`src/rtl/gelato_queue_arbiter_if.sv`:
```
// Bundle between gelato_queue_arbiter and its queue bank and downstream consumer:
// per-queue read ports (empty/tail/mask/pop) plus the registered output handshake.
interface gelato_queue_arbiter_if #(
    parameter int NUM_QUEUES = 4,
    parameter int DATA_WIDTH = 32,
    parameter int QID_WIDTH  = $clog2(NUM_QUEUES)
);
    logic [NUM_QUEUES-1:0]                 q_empty;
    logic [NUM_QUEUES-1:0][DATA_WIDTH-1:0] q_data;
    logic [NUM_QUEUES-1:0]                 q_mask;
    logic [NUM_QUEUES-1:0]                 q_pop;
    logic                                  out_valid;
    logic [DATA_WIDTH-1:0]                 out_data;
    logic [QID_WIDTH-1:0]                  out_qid;
    logic                                  out_ready;

    modport master (
        output q_empty, q_data, q_mask, out_ready,
        input  q_pop, out_valid, out_data, out_qid
    );

    modport slave (
        input  q_empty, q_data, q_mask, out_ready,
        output q_pop, out_valid, out_data, out_qid
    );
endinterface

```
`src/rtl/gelato_queue_arbiter.sv`:
```
// Round-robin read-side arbiter over a bank of gelato_queue instances, popping one
// eligible queue per cycle into a single registered valid/ready output stage.
module gelato_queue_arbiter #(
    parameter int NUM_QUEUES = 4,
    parameter int DATA_WIDTH = 32,
    parameter int QID_WIDTH  = $clog2(NUM_QUEUES)
) (
    input  logic                  clk,
    input  logic                  rst_n,
    input  logic                  rdy,
    gelato_queue_arbiter_if.slave bus
);
    localparam logic [QID_WIDTH-1:0] LAST_QID = QID_WIDTH'(NUM_QUEUES - 1);

    logic [NUM_QUEUES-1:0] elig_s;
    logic [NUM_QUEUES-1:0] q_pop_s;
    logic [QID_WIDTH:0]    pick_s;
    logic [QID_WIDTH-1:0]  grant_s;
    logic                  found_s;
    logic                  load_s;
    logic [QID_WIDTH-1:0]  last_grant_r;
    logic                  out_valid_r;
    logic [DATA_WIDTH-1:0] out_data_r;
    logic [QID_WIDTH-1:0]  out_qid_r;

    // Returns {found, index}; scanning offsets downward lets the nearest eligible index win.
    function automatic logic [QID_WIDTH:0] rr_pick(input logic [NUM_QUEUES-1:0] elig,
                                                   input logic [QID_WIDTH-1:0]  last);
        logic [QID_WIDTH:0]   pick;
        logic [QID_WIDTH-1:0] sel;
        int                   idx;
        pick = {(QID_WIDTH + 1){1'b0}};
        for (int k = NUM_QUEUES; k >= 1; k--) begin
            idx = (int'(last) + k) % NUM_QUEUES;
            sel = QID_WIDTH'(idx);
            if (elig[sel]) begin
                pick = {1'b1, sel};
            end else begin
                pick = pick;
            end
        end
        return pick;
    endfunction

    assign elig_s  = ~bus.q_empty & ~bus.q_mask;
    assign pick_s  = rr_pick(elig_s, last_grant_r);
    assign found_s = pick_s[QID_WIDTH];
    assign grant_s = pick_s[QID_WIDTH-1:0];
    // rst_n gates the load so no pop escapes while the bank is being reset.
    assign load_s  = rst_n & rdy & found_s & (~out_valid_r | bus.out_ready);

    // One-hot pop strobe to the granted queue, zero when not loading.
    always_comb begin
        q_pop_s = {NUM_QUEUES{1'b0}};
        if (load_s) begin
            q_pop_s[grant_s] = 1'b1;
        end else begin
            q_pop_s = {NUM_QUEUES{1'b0}};
        end
    end

    // Output stage and round-robin pointer; a load takes priority over a plain accept.
    always_ff @(posedge clk or negedge rst_n) begin
        if (!rst_n) begin
            out_valid_r  <= 1'b0;
            out_data_r   <= {DATA_WIDTH{1'b0}};
            out_qid_r    <= {QID_WIDTH{1'b0}};
            last_grant_r <= LAST_QID;
        end else if (load_s) begin
            out_valid_r  <= 1'b1;
            out_data_r   <= bus.q_data[grant_s];
            out_qid_r    <= grant_s;
            last_grant_r <= grant_s;
        end else if (rdy && out_valid_r && bus.out_ready) begin
            out_valid_r  <= 1'b0;
        end
    end

    assign bus.q_pop     = q_pop_s;
    assign bus.out_valid = out_valid_r;
    assign bus.out_data  = out_data_r;
    assign bus.out_qid   = out_qid_r;
endmodule

```
`src/flat_wrapper.sv`:
```
// flat-port wrapper written by rule: the top's interface ports become plain ports
module gelato_queue_arbiter_flat 
#(
    parameter int NUM_QUEUES = 4,
    parameter int DATA_WIDTH = 32,
    parameter int QID_WIDTH  = $clog2(NUM_QUEUES)
)
  (clk, rst_n, rdy, bus_q_empty, bus_q_data, bus_q_mask, bus_out_ready, bus_q_pop, bus_out_valid, bus_out_data, bus_out_qid);
  gelato_queue_arbiter_if #(.NUM_QUEUES(NUM_QUEUES), .DATA_WIDTH(DATA_WIDTH), .QID_WIDTH(QID_WIDTH)) bus_i ();
  input  logic clk;
  input  logic rst_n;
  input  logic rdy;
  input wire logic [$bits(bus_i.q_empty)-1:0] bus_q_empty;
  input wire logic [$bits(bus_i.q_data)-1:0] bus_q_data;
  input wire logic [$bits(bus_i.q_mask)-1:0] bus_q_mask;
  input wire logic [$bits(bus_i.out_ready)-1:0] bus_out_ready;
  output wire logic [$bits(bus_i.q_pop)-1:0] bus_q_pop;
  output wire logic [$bits(bus_i.out_valid)-1:0] bus_out_valid;
  output wire logic [$bits(bus_i.out_data)-1:0] bus_out_data;
  output wire logic [$bits(bus_i.out_qid)-1:0] bus_out_qid;
  assign bus_i.q_empty = bus_q_empty;
  assign bus_i.q_data = bus_q_data;
  assign bus_i.q_mask = bus_q_mask;
  assign bus_i.out_ready = bus_out_ready;
  assign bus_q_pop = bus_i.q_pop;
  assign bus_out_valid = bus_i.out_valid;
  assign bus_out_data = bus_i.out_data;
  assign bus_out_qid = bus_i.out_qid;
  gelato_queue_arbiter #(.NUM_QUEUES(NUM_QUEUES), .DATA_WIDTH(DATA_WIDTH), .QID_WIDTH(QID_WIDTH)) u_core (.clk(clk), .rst_n(rst_n), .rdy(rdy), .bus(bus_i));
endmodule
```
`config.mk`:
```
export PLATFORM = sky130hd
export DESIGN_NAME = gelato_queue_arbiter_flat
export DESIGN_NICKNAME = d
export VERILOG_FILES = /design/src/rtl/gelato_queue_arbiter_if.sv /design/src/rtl/gelato_queue_arbiter.sv /design/src/flat_wrapper.sv
export SDC_FILE = /design/constraint.sdc
export NUM_CORES = 1
export LEC_CHECK = 0
export BUFFER_PORTS_ARGS = -buffer_cell sky130_fd_sc_hd__buf_2
export CAP_MARGIN = 40
export CORE_AREA = 2 2 80 82
export DETAILED_ROUTE_END_ITERATION = 7
export DIE_AREA = 0 0 82 84
export PLACE_DENSITY = 0.79
export RECOVER_POWER = 100
export SLEW_MARGIN = 20
export SYNTH_ARGS = -nofsm -noshare
export SYNTH_HDL_FRONTEND = slang
export SYNTH_SLANG_ARGS = --single-unit
```
`constraint.sdc`:
```
create_clock -name clk -period 2.6 [get_ports clk]
set_input_delay 0.13 -clock clk [delete_from_list [all_inputs] [get_ports clk]]
set_output_delay 0.13 -clock clk [all_outputs]
set_load 0.02 [all_outputs]
```
==> reports/qor.csv <==
stage;metric;value;unit
critical_path;Critical Path, Cell by Cell;dlygate4sd3_1, buf_2, nand2_1, a21oi_1, nor2b_1, o21ai_4, nor2_1, buf_2;
cells_and_area;Layout area overhead;42.1;%
min_path;Min-Delay Path Class;primary input to flop;
cells_and_area;most common cell after layout, fill and taps aside;buf_2;
power;Clock power frac;17.0;%
grt;antenna violations before repair;0;
cts;H-tree depth;2;
routing;drt drc;0;
timing;FMAX;414;MHz
critical_path;Startpoint Class;primary input;
routing;Antenna Nets Post-Route;0;
logic_synthesis;Yosys warning total;0;
logic_synthesis;Synth cell types;36;
grt;first-pass GRT wire length;11000;microns
run;Max-Cap Viols;0;
cells_and_area;share of layout cells above drive strength 1;40.4;%
grt;Total Routing Usage GR;20.4;%
routing;final wirelength;6960;microns
cts;Reg clk slew, reported paths;0.07;ns
timing;Clock Skews;0.00268;ns
timing;final hold vios;0;
timing;Final Setup Violations;0;
floorplan;die extent in x;82;microns
timing;Max Slew Vio Count;0;
floorplan;die height;84;microns
status;outcome;completed;
power;Power Total;0.00238;W
cells_and_area;Antenna diodes;0;
placement;Detailed Place HPWL;5480;microns
floorplan;Rows;29;
routing;DR vias;2486;
cts;Root Driver;clkbuf_8;
routing;First DRT Iteration DRCs;110;
grt;global route overflow;0;
timing;RSZ-0062 raised after global routing;false;
logic_synthesis;syn_area_per_cell;10.1;sq um
logic_synthesis;FF+latch count, synth;37;
timing;slew margin rel.;38.1;%
critical_path;Worst path max stage delay;0.54;ns
placement;Final Wtd Congestion;0.894;
logic_synthesis;Synth Cell Area;2360;sq um
floorplan;Initial Utilization;38.8;%
critical_path;Worst Path Arrival;2.28;ns
timing;Tcrit/Tclk final;92.9;%
routing;Via density;5.15;
routing;first-pass detailed-route iteration total;4;
cts;Worst-Skew Late Latency;0.28;ns
power;sw frac;40.8;%
power;Power Dens Cells;707;nW/um^2
placement;Placed Area;3310;sq um
power;Comb pwr share;45.7;%
floorplan;die area;6890;sq um
placement;Port Buffer Count;178;
logic_synthesis;Synth Instances;233;
grt;vias in the first global route;2452;
routing;Routed wire per std cell;14.4;microns
cts;clock sink count;37;
power;cell-internal power;0.00141;W
critical_path;most used cell, CP;buf_2;
logic_synthesis;Synth Net Count;373;
power;sequential power share;37.3;%
critical_path;Crit Path Max Fanout;16;
cells_and_area;NumNets Final;546;
timing;Slew @ Worst Pin;0.928;ns
timing;setup TNS;0;ns
floorplan;Top Ports;179;
critical_path;Worst path slowest cell;nor2b_1;
power;Sw Pwr;0.000968;W
logic_synthesis;Seq/Total Area, Yosys;39.3;%
power;maximum vdd ir drop;350;uV
grt;largest net degree at the start of global routing;38;
cells_and_area;post-route cell area;3360;sq um
critical_path;Worst Path Required;2.47;ns
critical_path;Worst Setup End Kind;output port;
timing;Period minus WS final;2.41;ns
cts;Num CTS Buffers;5;
floorplan;core area;6100;sq um
power;Leak;1.81;nW
cts;CTS tree;done;
cells_and_area;commonest non-fill, non-tap cells in the layout;buf_2 (140), mux2i_1 (63), nand2_1 (36), clkbuf_1 (36), dfrtp_1 (35);
cts;clk buf depth;2;
critical_path;WS Path Type;primary input to output port;
[worst paths after layout]
kind | startpoint | end | slack [ns] | cells past startpoint
worst max-delay path | rst_n | bus_q_pop[1] | 0.19 | 8
min in group asynchronous | rst_n | u_core.bus.out_data[11] | 0.64 | 3
worst max register to register | u_core.last_grant_r[0] | u_core.bus.out_data[27] | 0.33 | 6
worst min register to register | u_core.bus.out_data[26] | u_core.bus.out_data[26] | 0.49 | 2
worst min-delay path | rdy | u_core.bus.out_valid | 0.14 | 3
max in group asynchronous | rst_n | u_core.bus.out_data[15] | 1.38 | 3
[layout make-up]
class | instances | area, sq um
multi-input combinational | 174 | 1330
clock buffer | 7 | 86.3
fill | 573 | 2740
inverter | 3 | 11.3
timing repair buffer | 185 | 910
sequential | 37 | 928
tap | 77 | 96.3
[sequential cells by signal (all words and copies together), names as in the netlist]
signal                count
u_core.bus.out_data      32
u_core.bus.out_qid        2
u_core.last_grant_r       2
u_core.bus.out_valid      1
[Yosys cell counts]
library cell,n,area [sq um]
mux2i_1,63,631
a21oi_1,5,25.0
a311oi_1,1,8.76
a21boi_0,1,7.51
o211ai_1,1,7.51
buf_8,1,15.0
clkbuf_4,2,15.0
a32oi_1,1,8.76
a221oi_1,1,8.76
nor3_1,1,5.00
inv_1,2,7.51
buf_2,4,20.0
nor3_4,1,16.3
nand2b_1,1,6.26
nor2_1,13,48.8
nand2_1,36,135
buf_4,4,30.0
a21o_1,1,7.51
o22ai_1,3,18.8
o22a_1,1,8.76
or2_2,1,6.26
nor4b_1,1,8.76
or2_1,1,6.26
dfrtp_1,35,876
dfstp_2,2,52.6
o32ai_1,1,8.76
clkbuf_1,6,22.5
o21a_1,1,7.51
o21ai_1,2,10.0
nand2_2,1,6.26
inv_2,1,3.75
nor2b_1,1,6.26
o221ai_1,31,272
buf_6,2,22.5
or3b_1,1,8.76
o21ai_0,3,15.0
[metal layers]
layer	global-route usage (%)	routed length (microns)
met3	4.55	454
met5	0	0
met1	23.5	2780
met4	5.30	60
met2	37.1	3660
[cells by family (layout without fill, tap and decap cells)]
group                  after synthesis  in the layout  synth area share, %
AO/OA/AOI/OAI                       53             53                 17.5
buffers and inverters               22            195                 5.77
flip-flops                          37             37                 39.3
multiplexers                        63             63                 26.7
AND/OR/NAND/NOR                     58             58                 10.7
[power by group through the flow]
stage	registers [W]	clock network [W]	logic [W]
floorplan	0.00108	0	0.000558
global placement	0.000885	0	0.00112
detailed placement	0.000884	0	0.00116
CTS	0.000881	0.000419	0.00116
global route	0.000910	0.000446	0.00118
finish	0.000887	0.000403	0.00109
[metrics by stage]
step / cells / utilization, % / hold WS, ns / setup slack [ns]
2_1_floorplan: 233 / - / -0.166 / 0.499
3_3_place_gp: 475 / 54.3 / 0.248 / 0.393
3_5_place_dp: 475 / 54.3 / 0.257 / 0.215
4_1_cts: 483 / 55.9 / 0.129 / 0.114
5_1_grt: 483 / 55.1 / 0.140 / 0.00523
6_report: 483 / 55.1 / 0.143 / 0.186
[critical path, delay by kind of cell]
kind	cells	cell delay (ns)
buffers and inverters	3	0.82
and+or+nand+nor	3	0.76
AOI/OAI and AO/OA	2	0.57
[what timing repair did]
item,4_1_cts,5_1_grt
endpoints found under the setup margin,0,22
setup buffers,0,0
hold buffers,1,0
resized for setup,0,4
hold endpoints to repair,35,0
(Power assumes the default switching activity.)
